===== src/rtl/zxuno_port_responder.sv =====
// ZX-Uno style register-port responder: an address port selects one of
// eight 8-bit registers, a data port writes (and optionally reads) it.
//
// Parameters:
//   ADDR_PORT   16-bit IO address of the register-select port
//   DATA_PORT   16-bit IO address of the register-data port
//   WAIT_CYCLES wait clocks inserted on each data-port access (0..15)
//
// Ports:
//   clk      system clock, CPU bus synchronous to it
//   rst      synchronous active-high reset
//   a        CPU address bus
//   din      CPU write data
//   iorq_n   CPU IORQ
//   m1_n     CPU M1 (low with IORQ = interrupt acknowledge, ignored)
//   rd_n     CPU RD
//   wr_n     CPU WR
//   dout     read data to CPU (8'hFF when not driving)
//   oe       high while dout is to be driven onto the bus
//   wait_n   CPU WAIT, low only while stretching a data-port access
//   reg_sel  current register address latch
//   reg_wr   one-clock pulse on each committed register write
//   regs     register file, reg n at bits [8n+7:8n]
//
// Build option:
//   RESPONDER_READBACK_EN  defined -> registers are readable;
//                          undefined -> write-only, oe=0, dout=8'hFF.

module zxuno_port_responder #(
  parameter logic [15:0] ADDR_PORT   = 16'hFC3B,
  parameter logic [15:0] DATA_PORT   = 16'hFD3B,
  parameter int unsigned WAIT_CYCLES = 2
) (
  input  logic        clk,
  input  logic        rst,
  input  logic [15:0] a,
  input  logic [7:0]  din,
  input  logic        iorq_n,
  input  logic        m1_n,
  input  logic        rd_n,
  input  logic        wr_n,
  output logic [7:0]  dout,
  output logic        oe,
  output logic        wait_n,
  output logic [7:0]  reg_sel,
  output logic        reg_wr,
  output logic [63:0] regs
);

  localparam logic [3:0] WC = 4'(WAIT_CYCLES);

  typedef enum logic [1:0] {
    IDLE = 2'd0,
    WAIT = 2'd1,
    ACT  = 2'd2
  } state_t;

  state_t     state;
  state_t     state_nx;
  logic [3:0] cnt;

  logic hit_addr;
  logic hit_data;
  logic hit;
  logic io_acc;
  logic wr_acc;
  logic commit;
  logic sel_ok;

  assign hit_addr = (a == ADDR_PORT);
  assign hit_data = (a == DATA_PORT);
  assign hit      = hit_addr | hit_data;

  // Interrupt acknowledge (M1 low with IORQ) is never an IO access.
  assign io_acc = !iorq_n && m1_n && (!rd_n || !wr_n);

  // A write wins over a simultaneous read.
  assign wr_acc = io_acc && !wr_n;

  assign sel_ok = (reg_sel < 8'd8);

  // Commit happens on the edge that enters ACT, using that edge's bus.
  assign commit = (state_nx == ACT) && (state != ACT) && wr_acc;

  // ---------------- state register ----------------
  always_ff @(posedge clk) begin
    if (rst) begin
      state <= IDLE;
    end else begin
      state <= state_nx;
    end
  end

  // ---------------- next state ----------------
  always_comb begin
    state_nx = state;
    unique case (state)
      IDLE: begin
        if (io_acc && hit) begin
          if (hit_data && (WC != 4'd0)) begin
            state_nx = WAIT;
          end else begin
            state_nx = ACT;
          end
        end
      end
      WAIT: begin
        if (iorq_n) begin
          state_nx = IDLE;
        end else if (cnt <= 4'd1) begin
          state_nx = ACT;
        end
      end
      ACT: begin
        if (iorq_n) begin
          state_nx = IDLE;
        end
      end
      default: state_nx = IDLE;
    endcase
  end

  // ---------------- datapath ----------------
`ifdef RESPONDER_READBACK_EN
  // Remembers which port the current access decoded to, so a read
  // keeps returning the same source for the whole ACT phase.
  logic acc_data;
`endif

  always_ff @(posedge clk) begin
    if (rst) begin
      cnt     <= 4'd0;
      reg_sel <= 8'd0;
      regs    <= 64'd0;
      reg_wr  <= 1'b0;
`ifdef RESPONDER_READBACK_EN
      acc_data <= 1'b0;
`endif
    end else begin
      reg_wr <= 1'b0;

      if (state == IDLE && state_nx == WAIT) begin
        cnt <= WC;
      end else if (state == WAIT && state_nx == WAIT) begin
        cnt <= cnt - 4'd1;
      end else begin
        cnt <= 4'd0;
      end

`ifdef RESPONDER_READBACK_EN
      if (state == IDLE && state_nx != IDLE) begin
        acc_data <= hit_data;
      end
`endif

      if (commit && hit_addr) begin
        reg_sel <= din;
      end

      if (commit && hit_data && sel_ok) begin
        regs[{reg_sel[2:0], 3'b000} +: 8] <= din;
        reg_wr <= 1'b1;
      end
    end
  end

  // ---------------- outputs ----------------
`ifdef RESPONDER_READBACK_EN
  logic [7:0] rd_data;

  always_comb begin
    rd_data = reg_sel;
    if (acc_data) begin
      if (sel_ok) begin
        rd_data = regs[{reg_sel[2:0], 3'b000} +: 8];
      end else begin
        rd_data = 8'hFF;
      end
    end
  end
`endif

  always_comb begin
    wait_n = 1'b1;
    oe     = 1'b0;
    dout   = 8'hFF;
    if (state == WAIT) begin
      wait_n = 1'b0;
    end
`ifdef RESPONDER_READBACK_EN
    if (state == ACT && !rd_n && wr_n) begin
      oe   = 1'b1;
      dout = rd_data;
    end
`endif
  end

endmodule


===== config.mk =====
export PLATFORM = sky130hd
export DESIGN_NAME = zxuno_port_responder
export DESIGN_NICKNAME = d
export VERILOG_FILES = /design/src/rtl/zxuno_port_responder.sv
export SDC_FILE = /design/constraint.sdc
export NUM_CORES = 1
export LEC_CHECK = 0
export CAP_MARGIN = 15
export CORE_ASPECT_RATIO = 1.1
export CORE_MARGIN = 3
export CORE_UTILIZATION = 28
export CTS_CLUSTER_SIZE = 14
export DETAILED_ROUTE_END_ITERATION = 10
export GPL_ROUTABILITY_DRIVEN = 0
export GPL_TIMING_DRIVEN = 0
export SETUP_SLACK_MARGIN = 0.02
export SLEW_MARGIN = 10
export SYNTH_ARGS = -nofsm -noshare
export SYNTH_HDL_FRONTEND = slang
export SYNTH_SLANG_ARGS = --single-unit

===== constraint.sdc =====
create_clock -name clk -period 7 [get_ports clk]
set_clock_uncertainty 0.05 [all_clocks]
set_input_delay 1.4 -clock clk [delete_from_list [all_inputs] [get_ports clk]]
set_output_delay 1.4 -clock clk [all_outputs]
set_load 0.1 [all_outputs]

==> out/results.md, run 1 <==
| Item | This run |
| --- | --- |
| Multiplexer share of the synthesized area | 0.2059 |
| Initial core utilization | 0.2883 |
| Post-detailed-route DRC marker count | 0 |
| Total GRT Usage | 0.1396 |
| Total Neg Setup Slack | 0 ns |
| Num CTS Buffers | 9 |
| Synth top area share | 0.4519 |
| Final hold vios | 0 |
| Number of flops mapped to enable cells by yosys | 0 |
| Worst stage delay on the critical path | 0.74 ns |
| Crit path cell chain | clkdlybuf4s50_1 > nor4bb_1 > and4_1 > nand3_1 > nor4_4 > mux2i_1 |
| Most frequently used flop master after synthesis | sky130_fd_sc_hd__dfxtp_1 |
| Chip height | 123.3 µm |
| Most area-hungry cell type in the Yosys netlist | sky130_fd_sc_hd__dfxtp_1 |
| Cell types with the highest counts after synthesis | 79 x sky130_fd_sc_hd__dfxtp_1, 72 x sky130_fd_sc_hd__mux2i_1, 47 x sky130_fd_sc_hd__nor2_1 |
| Overall power after layout | 0.9849 mW |
| Clock-pin slew on the worst setup and hold paths | 0.06 ns |
| Number of global-route vias before repair | 2842 |
| Distinct cells, synth | 40 |
| DIE AREA | 13880 µm² |
| Period Utilization, post-route | 0.5432 |
| Post-layout worst setup margin | 3.198 ns |
| Register bit count reported by yosys | 79 |
| Router iterations before antenna repair | 4 |
| IO Pins | 113 |
| Register area share after synthesis | 0.4519 |
| Element type at the critical path start | input port |
| Setup bufs post-CTS | 0 |
| X dimension of the die | 112.6 µm |
| # port buffers | 102 |
| Net total in the final layout | 491 |
| Area overhead of the layout relative to synthesis | 43.98% |
| Largest driver fanout on the critical path | 8 |
| Kind of capture point of the worst setup path | flop |
| Number of standard cells in the final layout excluding fillers | 616 |
| Count of yosys warnings during synthesis | 0 |
| CTS Root Cell | sky130_fd_sc_hd__clkbuf_16 |
| Transition time at the pin with the least slew margin | 1.086 ns |
| Post-layout minimum cycle time | 3.802 ns |
| Slowest CP cell | sky130_fd_sc_hd__nor4_4 |
| Placement row count | 42 |
| Post-Synth Simple-Gate Area | 0.2485 |
| Maximum number of buffers from clock root to sink | 2 |
| Diode count | 0 |
| Synthesized-area fraction occupied by ao, oa, aoi and oai cells | 0.02395 |
| Footprint of the flip-flops and latches | 1582 µm² |
| Power per standard cell area | 195.5 nW/µm² |
| Number of buffer and inverter stages on the critical path | 1 |
| Ratio of cells with drive above 1 in the final layout | 0.08658 |
| Largest net degree at the start of global routing | 14 |
| # clock sinks | 79 |
| Via count | 2804 |
| Multi-input gate area in the final layout | 1775 µm² |
| First-pass GRT wire length | 15.22 mm |
| Initial antenna violation count | 0 |
| Data required time at the worst endpoint | 7.20 ns |
| Post-synthesis share of cell area spent on full adders, half adders and majority gates | 0.01430 |
| Unrepaired setup endpoints after global routing | no |
| Final-layout fill cell count | 1216 |
| Post-DR wirelength/cell | 15.44 µm |
| Cells after DPL | 600 |
| Worst hold-check path type | reg -> reg |
| Remaining antenna violation count | 0 |
| Worst max-slew margin expressed relative to the limit | 0.2753 |
| Peak supply drop | 0.09734 mV |
| Ratio of routed vias to standard cells | 4.552 |
| Count of pins over their slew limit | 0 |
| Worst path top cell family by delay | simple AND/OR/NAND/NOR gates |
| Detailed Place HPWL | 7.230 mm |
| Leakage power | 1.910 nW |
| FFs w/ async S/R, synth | 0 |
| Peak Freq | 263.0 MHz |
| Critical path class | in -> reg |
| Post-synthesis cell area | 3500 µm² |
| Clock tree from TritonCTS | yes |
| Violation count after the first detailed-routing iteration | 64 |
| Gates resized, CTS repair | 0 |
| Combinational family with the most area after synthesis | simple AND/OR/NAND/NOR gates |
| Cts hold-fix bufs | 0 |
| Core Area | 12140 µm² |
| CP arrival | 4.00 ns |
| Post-synthesis area per instance | 10.38 µm² |
| Cell count after synthesis | 337 |
| Clock latency at the later pin of the worst-skew pair | 0.33 ns |
| Final setup violation count | 0 |
| CTS H-Tree Depth | 3 |
| XOR/XNOR share of the synthesized area | 0.005005 |
| Overflow left after global routing | 0 |
| Setup Slack @ Placement | 2.806 ns |
| Max-capacitance violation count | 0 |
| Final routed wirelength across all metal layers | 9.509 mm |
| Dominant cell by count in the synthesized netlist | sky130_fd_sc_hd__dfxtp_1 |
| Dominant cells by area after synthesis | sky130_fd_sc_hd__dfxtp_1 45%, sky130_fd_sc_hd__mux2i_1 21%, sky130_fd_sc_hd__nand2b_1 7.3% |
| Result of the run | finished clean |
power breakdown:
group | leakage [nW] | total [mW] | internal (mW) | switching, mW
clock network | 0.146 | 0.469 | 0.286 | 0.183
logic | 1.13 | 0.0664 | 0.0244 | 0.0420
registers | 0.636 | 0.450 | 0.450 | 0.0000000852
total | 1.91 | 0.985 | 0.760 | 0.225
path summary, 6_finish.rpt:
| path | end | from | slack (ns) | cells after the start |
|---|---|---|---|---|
| worst max-delay path | regs[37]$_SDFFE_PP0P_ | a[10] | 3.20 | 6 |
| worst min-delay path | regs[33]$_SDFFE_PP0P_ | regs[33]$_SDFFE_PP0P_ | 0.42 | 2 |
| worst max register to register | regs[43]$_SDFFE_PP0P_ | reg_sel[0]$_SDFFE_PP0P_ | 3.88 | 9 |
| worst min register to register | regs[33]$_SDFFE_PP0P_ | regs[33]$_SDFFE_PP0P_ | 0.42 | 2 |
registers in the layout, indices dropped and copies added, names as in the netlist:
signal	flops
cnt	4
reg_sel	8
reg_wr	1
regs	64
state	2
layout make-up:
class	instances	share of cell area
Buffer	24	0.02905
Clock buffer	11	0.04817
Clock inverter	5	0.01117
Inverter	6	0.004470
Multi-Input combinational cell	235	0.3524
Sequential cell	79	0.3139
Tap cell	154	0.03824
Timing Repair Buffer	102	0.2026
worst reg2reg max path, delay by kind of cell, from the launching register on:
kind                       cells  cell delay [ns]
and+or+nand+nor                4             1.47
buffers and inverters          2             0.44
adders and majority gates      2             0.43
DFF                            1             0.34
muxes                          1             0.27
per-stage QoR:
stage               hold WS [ns]  cell area, µm²    util
floorplan                 0.3801            3526       -
global placement          0.3922            4740  0.3904
detailed placement        0.4134            4740  0.3904
CTS                       0.4259            5039  0.4151
global route              0.4444            5039  0.4151
finish                    0.4239            5039  0.4151
per-layer routing:
layer	wire length, µm	GRT usage	vias up
met4	89	0.04959	0
met1	4225	0.1721	1318
met5	0	0	-
met2	4629	0.2370	77
met3	565	0.03524	9
li1	-	-	1400
logic make-up (layout without fill, tap and decap cells):
kind of cell	Yosys count	count (layout)
other	2	9
flip-flops	79	79
XOR/XNOR	2	2
AND/OR/NAND/NOR	139	139
buffers and inverters	30	148
AO/OA/AOI/OAI	9	9
multiplexers	72	72
adder cells (fa/ha/maj)	4	4
cell usage in the layout (no fill, tap or decap), types with 4 or more instances in the layout:
| cell | instances |
|---|---|
| sky130_fd_sc_hd__nand2_1 | 5 |
| sky130_fd_sc_hd__clkbuf_16 | 9 |
| sky130_fd_sc_hd__conb_1 | 9 |
| sky130_fd_sc_hd__nand4_1 | 4 |
| sky130_fd_sc_hd__nor2_1 | 47 |
| sky130_fd_sc_hd__ha_1 | 4 |
| sky130_fd_sc_hd__nand2b_1 | 41 |
| sky130_fd_sc_hd__clkdlybuf4s50_1 | 102 |
| sky130_fd_sc_hd__nor4_4 | 6 |
| sky130_fd_sc_hd__clkbuf_1 | 13 |
| sky130_fd_sc_hd__mux2i_1 | 72 |
| sky130_fd_sc_hd__inv_1 | 6 |
| sky130_fd_sc_hd__buf_4 | 9 |
| sky130_fd_sc_hd__and4_1 | 4 |
| sky130_fd_sc_hd__nor3_1 | 6 |
| sky130_fd_sc_hd__dfxtp_1 | 79 |
Note: power is estimated with default switching activity, not from simulation.
==> run 2: changes to the inputs <==
Clock period 7 ns to 3.5 ns, I/O delays scaled along.
==> results of run 2 <==
The final DEF is identical to that of run 1. Status: finished clean.
Among the figures that moved: setup slack after placement 2.806 ns -> 0.006331 ns; setup slack after layout 3.198 ns -> 0.3793 ns; start point of the critical path a[10] -> reg_sel[0]$_SDFFE_PP0P_; end point of the critical path regs[37]$_SDFFE_PP0P_ -> regs[43]$_SDFFE_PP0P_; register-to-register setup slack 3.88 ns -> 0.38 ns; total power 0.9849 mW -> 1.970 mW; worst IR drop on VDD 0.09734 mV -> 0.1947 mV
==> run 3: changes to the inputs <==
Settings changed: CTS_CLUSTER_DIAMETER from default to 200.
Clock period 3.5 ns to 2.7 ns, I/O delays scaled along.
==> run 3 against run 2 <==
Global-route usage barely moved. Cell count rose by 0.81%. Design area rose by 4.9%. Critical path depth fell by 2. Non-clock buffer count rose by 6. Register-to-register slack got worse by 0.17 ns. Hold slack got worse by 0.0040 ns. Core utilization rose by 2.0 points. Critical path type is now in -> reg. Critical endpoint is now regs[23]$_SDFFE_PP0P_.
==> out/results.md, run 3 (synthesized netlist as in run 1, its figures left out) <==
| Item | This run | Delta |
| --- | --- | --- |
| Result of the run | finished clean |  |
| Clock tree from TritonCTS | yes |  |
| Worst setup path end | regs[23]$_SDFFE_PP0P_ |  |
| Net switching power | 0.5651 mW |  |
| Router iterations before antenna repair | 4 | unchanged |
| Ratio of routed vias to standard cells | 4.557 | +0.11% |
| Worst max-slew margin expressed relative to the limit | 0.3033 | +0.02800 |
| Unrepaired setup endpoints after global routing | yes |  |
| Transition time at the pin with the least slew margin | 1.042 ns | -0.04417 ns |
| Stages on the worst setup path | 7 |  |
| Ratio of cells with drive above 1 in the final layout | 0.1199 | +0.03333 |
| Combinational share of power | 0.066 | about the same |
| Overflow left after global routing | 0 | unchanged |
| Worst path top cell family by delay | simple AND/OR/NAND/NOR gates |  |
| Finished layout cell area | 5285 µm² | +4.9% |
| Peak Freq | 387.7 MHz |  |
| Clock-pin slew on the worst setup and hold paths | 0.06 ns | about the same |
| First-pass GRT wire length | 15.31 mm | +0.59% |
| DIE AREA | 13880 µm² | unchanged |
| Cts hold-fix bufs | 0 | unchanged |
| Final hold vios | 0 | unchanged |
| Power per standard cell area | 512.3 nW/µm² |  |
| Number of cells on the worst reg-to-reg path | 6 | -3 |
| Sw frac | 0.2087 |  |
| Register with the most flip-flops | regs |  |
| X dimension of the die | 112.6 µm | unchanged |
| CTS H-Tree Depth | 3 | unchanged |
| Clock latency at the later pin of the worst-skew pair | 0.32 ns | about the same |
| Crit path cell chain | clkdlybuf4s50_1 > nor4bb_4 > and4_1 > nand3_1 > or4_4 > buf_6 > mux2i_1 |  |
| Element type at the critical path start | input port |  |
| Post-detailed-route DRC marker count | 0 | unchanged |
| Commonest non-fill, non-tap cell in the layout | sky130_fd_sc_hd__clkdlybuf4s50_1 |  |
| Reg-to-Reg Start | state[0]$_SDFF_PP0_ |  |
| Period Utilization, post-route | 0.9554 |  |
| Data required time at the worst endpoint | 2.86 ns |  |
| Setup crit start | a[0] |  |
| Terminus of the critical flop-to-flop path | regs[23]$_SDFFE_PP0P_ |  |
| Placement row count | 42 | unchanged |
| Number of flip-flops in the largest register | 64 | unchanged |
| Largest driver fanout on the critical path | 8 |  |
| Initial core utilization | 0.2883 | unchanged |
| # port buffers | 102 | unchanged |
| Slowest CP cell | sky130_fd_sc_hd__or4_4 |  |
| Final setup violation count | 0 | unchanged |
| Setup slack, reg-to-reg | 0.21 ns |  |
| Cell area reported after detailed placement | 4780 µm² | +0.84% |
| Setup Slack @ Placement | -0.6148 ns |  |
| Worst hold-check path type | reg -> reg |  |
| Maximum number of buffers from clock root to sink | 2 | unchanged |
| Final-layout fill cell count | 1195 | -1.7% |
| Final routed wirelength across all metal layers | 9.543 mm | +0.36% |
| Number of global-route vias before repair | 2919 | +2.7% |
| Top Registers | regs (64), reg_sel (8), cnt (4) |  |
| Area overhead of the layout relative to synthesis | 51.02% |  |
| Chip height | 123.3 µm | unchanged |
| CTS Root Cell | sky130_fd_sc_hd__clkbuf_16 |  |
| Count of pins over their slew limit | 0 | unchanged |
| Detailed Place HPWL | 7.231 mm | about the same |
| P_int | 2.142 mW |  |
| Net total in the final layout | 497 | +1.2% |
| Number of buffer and inverter stages on the critical path | 2 |  |
| Diode count | 0 | unchanged |
| Violation count after the first detailed-routing iteration | 76 | +19% |
| Post-DR wirelength/cell | 15.37 µm | -0.45% |
| Remaining antenna violation count | 0 | unchanged |
| Kind of capture point of the worst setup path | flop |  |
| Max-capacitance violation count | 0 | unchanged |
| Leakage power | 2.011 nW | +5.3% |
| Post-layout worst setup margin | 0.1204 ns |  |
| # clock sinks | 79 | unchanged |
| Sequential share of power | 0.430 | -0.026 |
| Via count | 2830 | +0.93% |
| CP arrival | 2.74 ns |  |
| IO Pins | 113 | unchanged |
| Critical path class | in -> reg |  |
| Largest net degree at the start of global routing | 13 | -1 |
| Worst stage delay on the critical path | 0.60 ns |  |
| Most frequent cells in the layout | 100 x sky130_fd_sc_hd__clkdlybuf4s50_1, 76 x sky130_fd_sc_hd__dfxtp_1, 72 x sky130_fd_sc_hd__mux2i_1, 47 x sky130_fd_sc_hd__nor2_1, 41 x sky130_fd_sc_hd__nand2b_1 |  |
| Core Area | 12140 µm² | unchanged |
| Post-layout minimum cycle time | 2.580 ns |  |
| Initial antenna violation count | 0 | unchanged |
| Num CTS Buffers | 9 | unchanged |
| Total GRT Usage | 0.1395 | about the same |
| Clock share of power | 0.504 | +0.028 |
| Peak supply drop | 0.3257 mV |  |
run 3: changes by cell type in the layout (fill, tap and decap cells not counted), moves of 2 or more:
cell and delta:
sky130_fd_sc_hd__nor4bb_4 +2, sky130_fd_sc_hd__clkdlybuf4s50_1 -2, sky130_fd_sc_hd__dfxtp_2 +2, sky130_fd_sc_hd__clkbuf_8 +2, sky130_fd_sc_hd__buf_12 +6, sky130_fd_sc_hd__nor4bb_1 -2
sky130_fd_sc_hd__clkinv_2 -2, sky130_fd_sc_hd__dfxtp_1 -3, sky130_fd_sc_hd__ha_1 -2
run 3: area by class of cell:
type | count | area (µm²) | area share
Clock inverter | 2 | 60.06 | 0.01136
Timing Repair Buffer | 108 | 1142 | 0.2161
Tap cell | 154 | 192.7 | 0.03646
Multi-Input combinational cell | 235 | 1842 | 0.3485
Inverter | 6 | 22.52 | 0.004261
Clock buffer | 13 | 281.5 | 0.05327
Sequential cell | 79 | 1588 | 0.3004
Buffer | 24 | 156.4 | 0.02959
run 3: per-layer routing:
layer  share of wire  track usage  up-vias
met1            0.44       0.1675     1346
met2            0.48       0.2352       77
met5               0            0        -
met3           0.067      0.04993       12
li1                -            -     1395
met4           0.016      0.04207        0
run 3: power groups by stage:
stage / registers [mW] / clock network, mW / logic, mW
floorplan: 1.19 / 0 / 0.104
global placement: 1.19 / 0 / 0.172
detailed placement: 1.19 / 0 / 0.174
CTS: 1.16 / 1.40 / 0.177
global route: 1.16 / 1.45 / 0.188
finish: 1.16 / 1.37 / 0.177
run 3: worst min path at each step:
| stage | slack (ns) | to | from | cells past startpoint |
|---|---|---|---|---|
| 6_report | 0.42 | regs[7]$_SDFFE_PP0P_ | regs[7]$_SDFFE_PP0P_ | 2 |
| 5_1_grt | 0.45 | regs[6]$_SDFFE_PP0P_ | regs[6]$_SDFFE_PP0P_ | 2 |
| 4_1_cts | 0.42 | regs[7]$_SDFFE_PP0P_ | regs[7]$_SDFFE_PP0P_ | 2 |
| 3_5_place_dp | 0.41 | regs[7]$_SDFFE_PP0P_ | regs[7]$_SDFFE_PP0P_ | 2 |
| 3_3_place_gp | 0.39 | cnt[0]$_SDFF_PP0_ | cnt[0]$_SDFF_PP0_ | 1 |
| 2_1_floorplan | 0.38 | cnt[0]$_SDFF_PP0_ | cnt[0]$_SDFF_PP0_ | 1 |
run 3: stage by stage:
| step | hold slack [ns] | TNS, ns | utilization | std cells | total power, mW |
|---|---|---|---|---|---|
| 2_1_floorplan | 0.3801 | 0 | - | 344 | 1.294 |
| 3_3_place_gp | 0.3929 | -35.88 | 0.3937 | 600 | 1.362 |
| 3_5_place_dp | 0.4104 | -38.86 | 0.3937 | 600 | 1.364 |
| 4_1_cts | 0.4237 | 0 | 0.4340 | 621 | 2.742 |
| 5_1_grt | 0.4474 | 0 | 0.4354 | 621 | 2.805 |
| 6_report | 0.4199 | 0 | 0.4354 | 621 | 2.707 |
run 3: repair_timing:
| item | in CTS | in global routing |
|---|---|---|
| setup endpoints to repair | 72 | 19 |
| pin swaps | 4 | 0 |
| gates cloned | 0 | 0 |
| resized for setup | 7 | 3 |
| buffers inserted | 6 | 0 |
run 3: tightest hold or removal path, stage by stage, from the launching register on:
cell and delay, ns:
sky130_fd_sc_hd__dfxtp_1 0.31, sky130_fd_sc_hd__nand2b_1 0.06, sky130_fd_sc_hd__mux2i_1 0.06
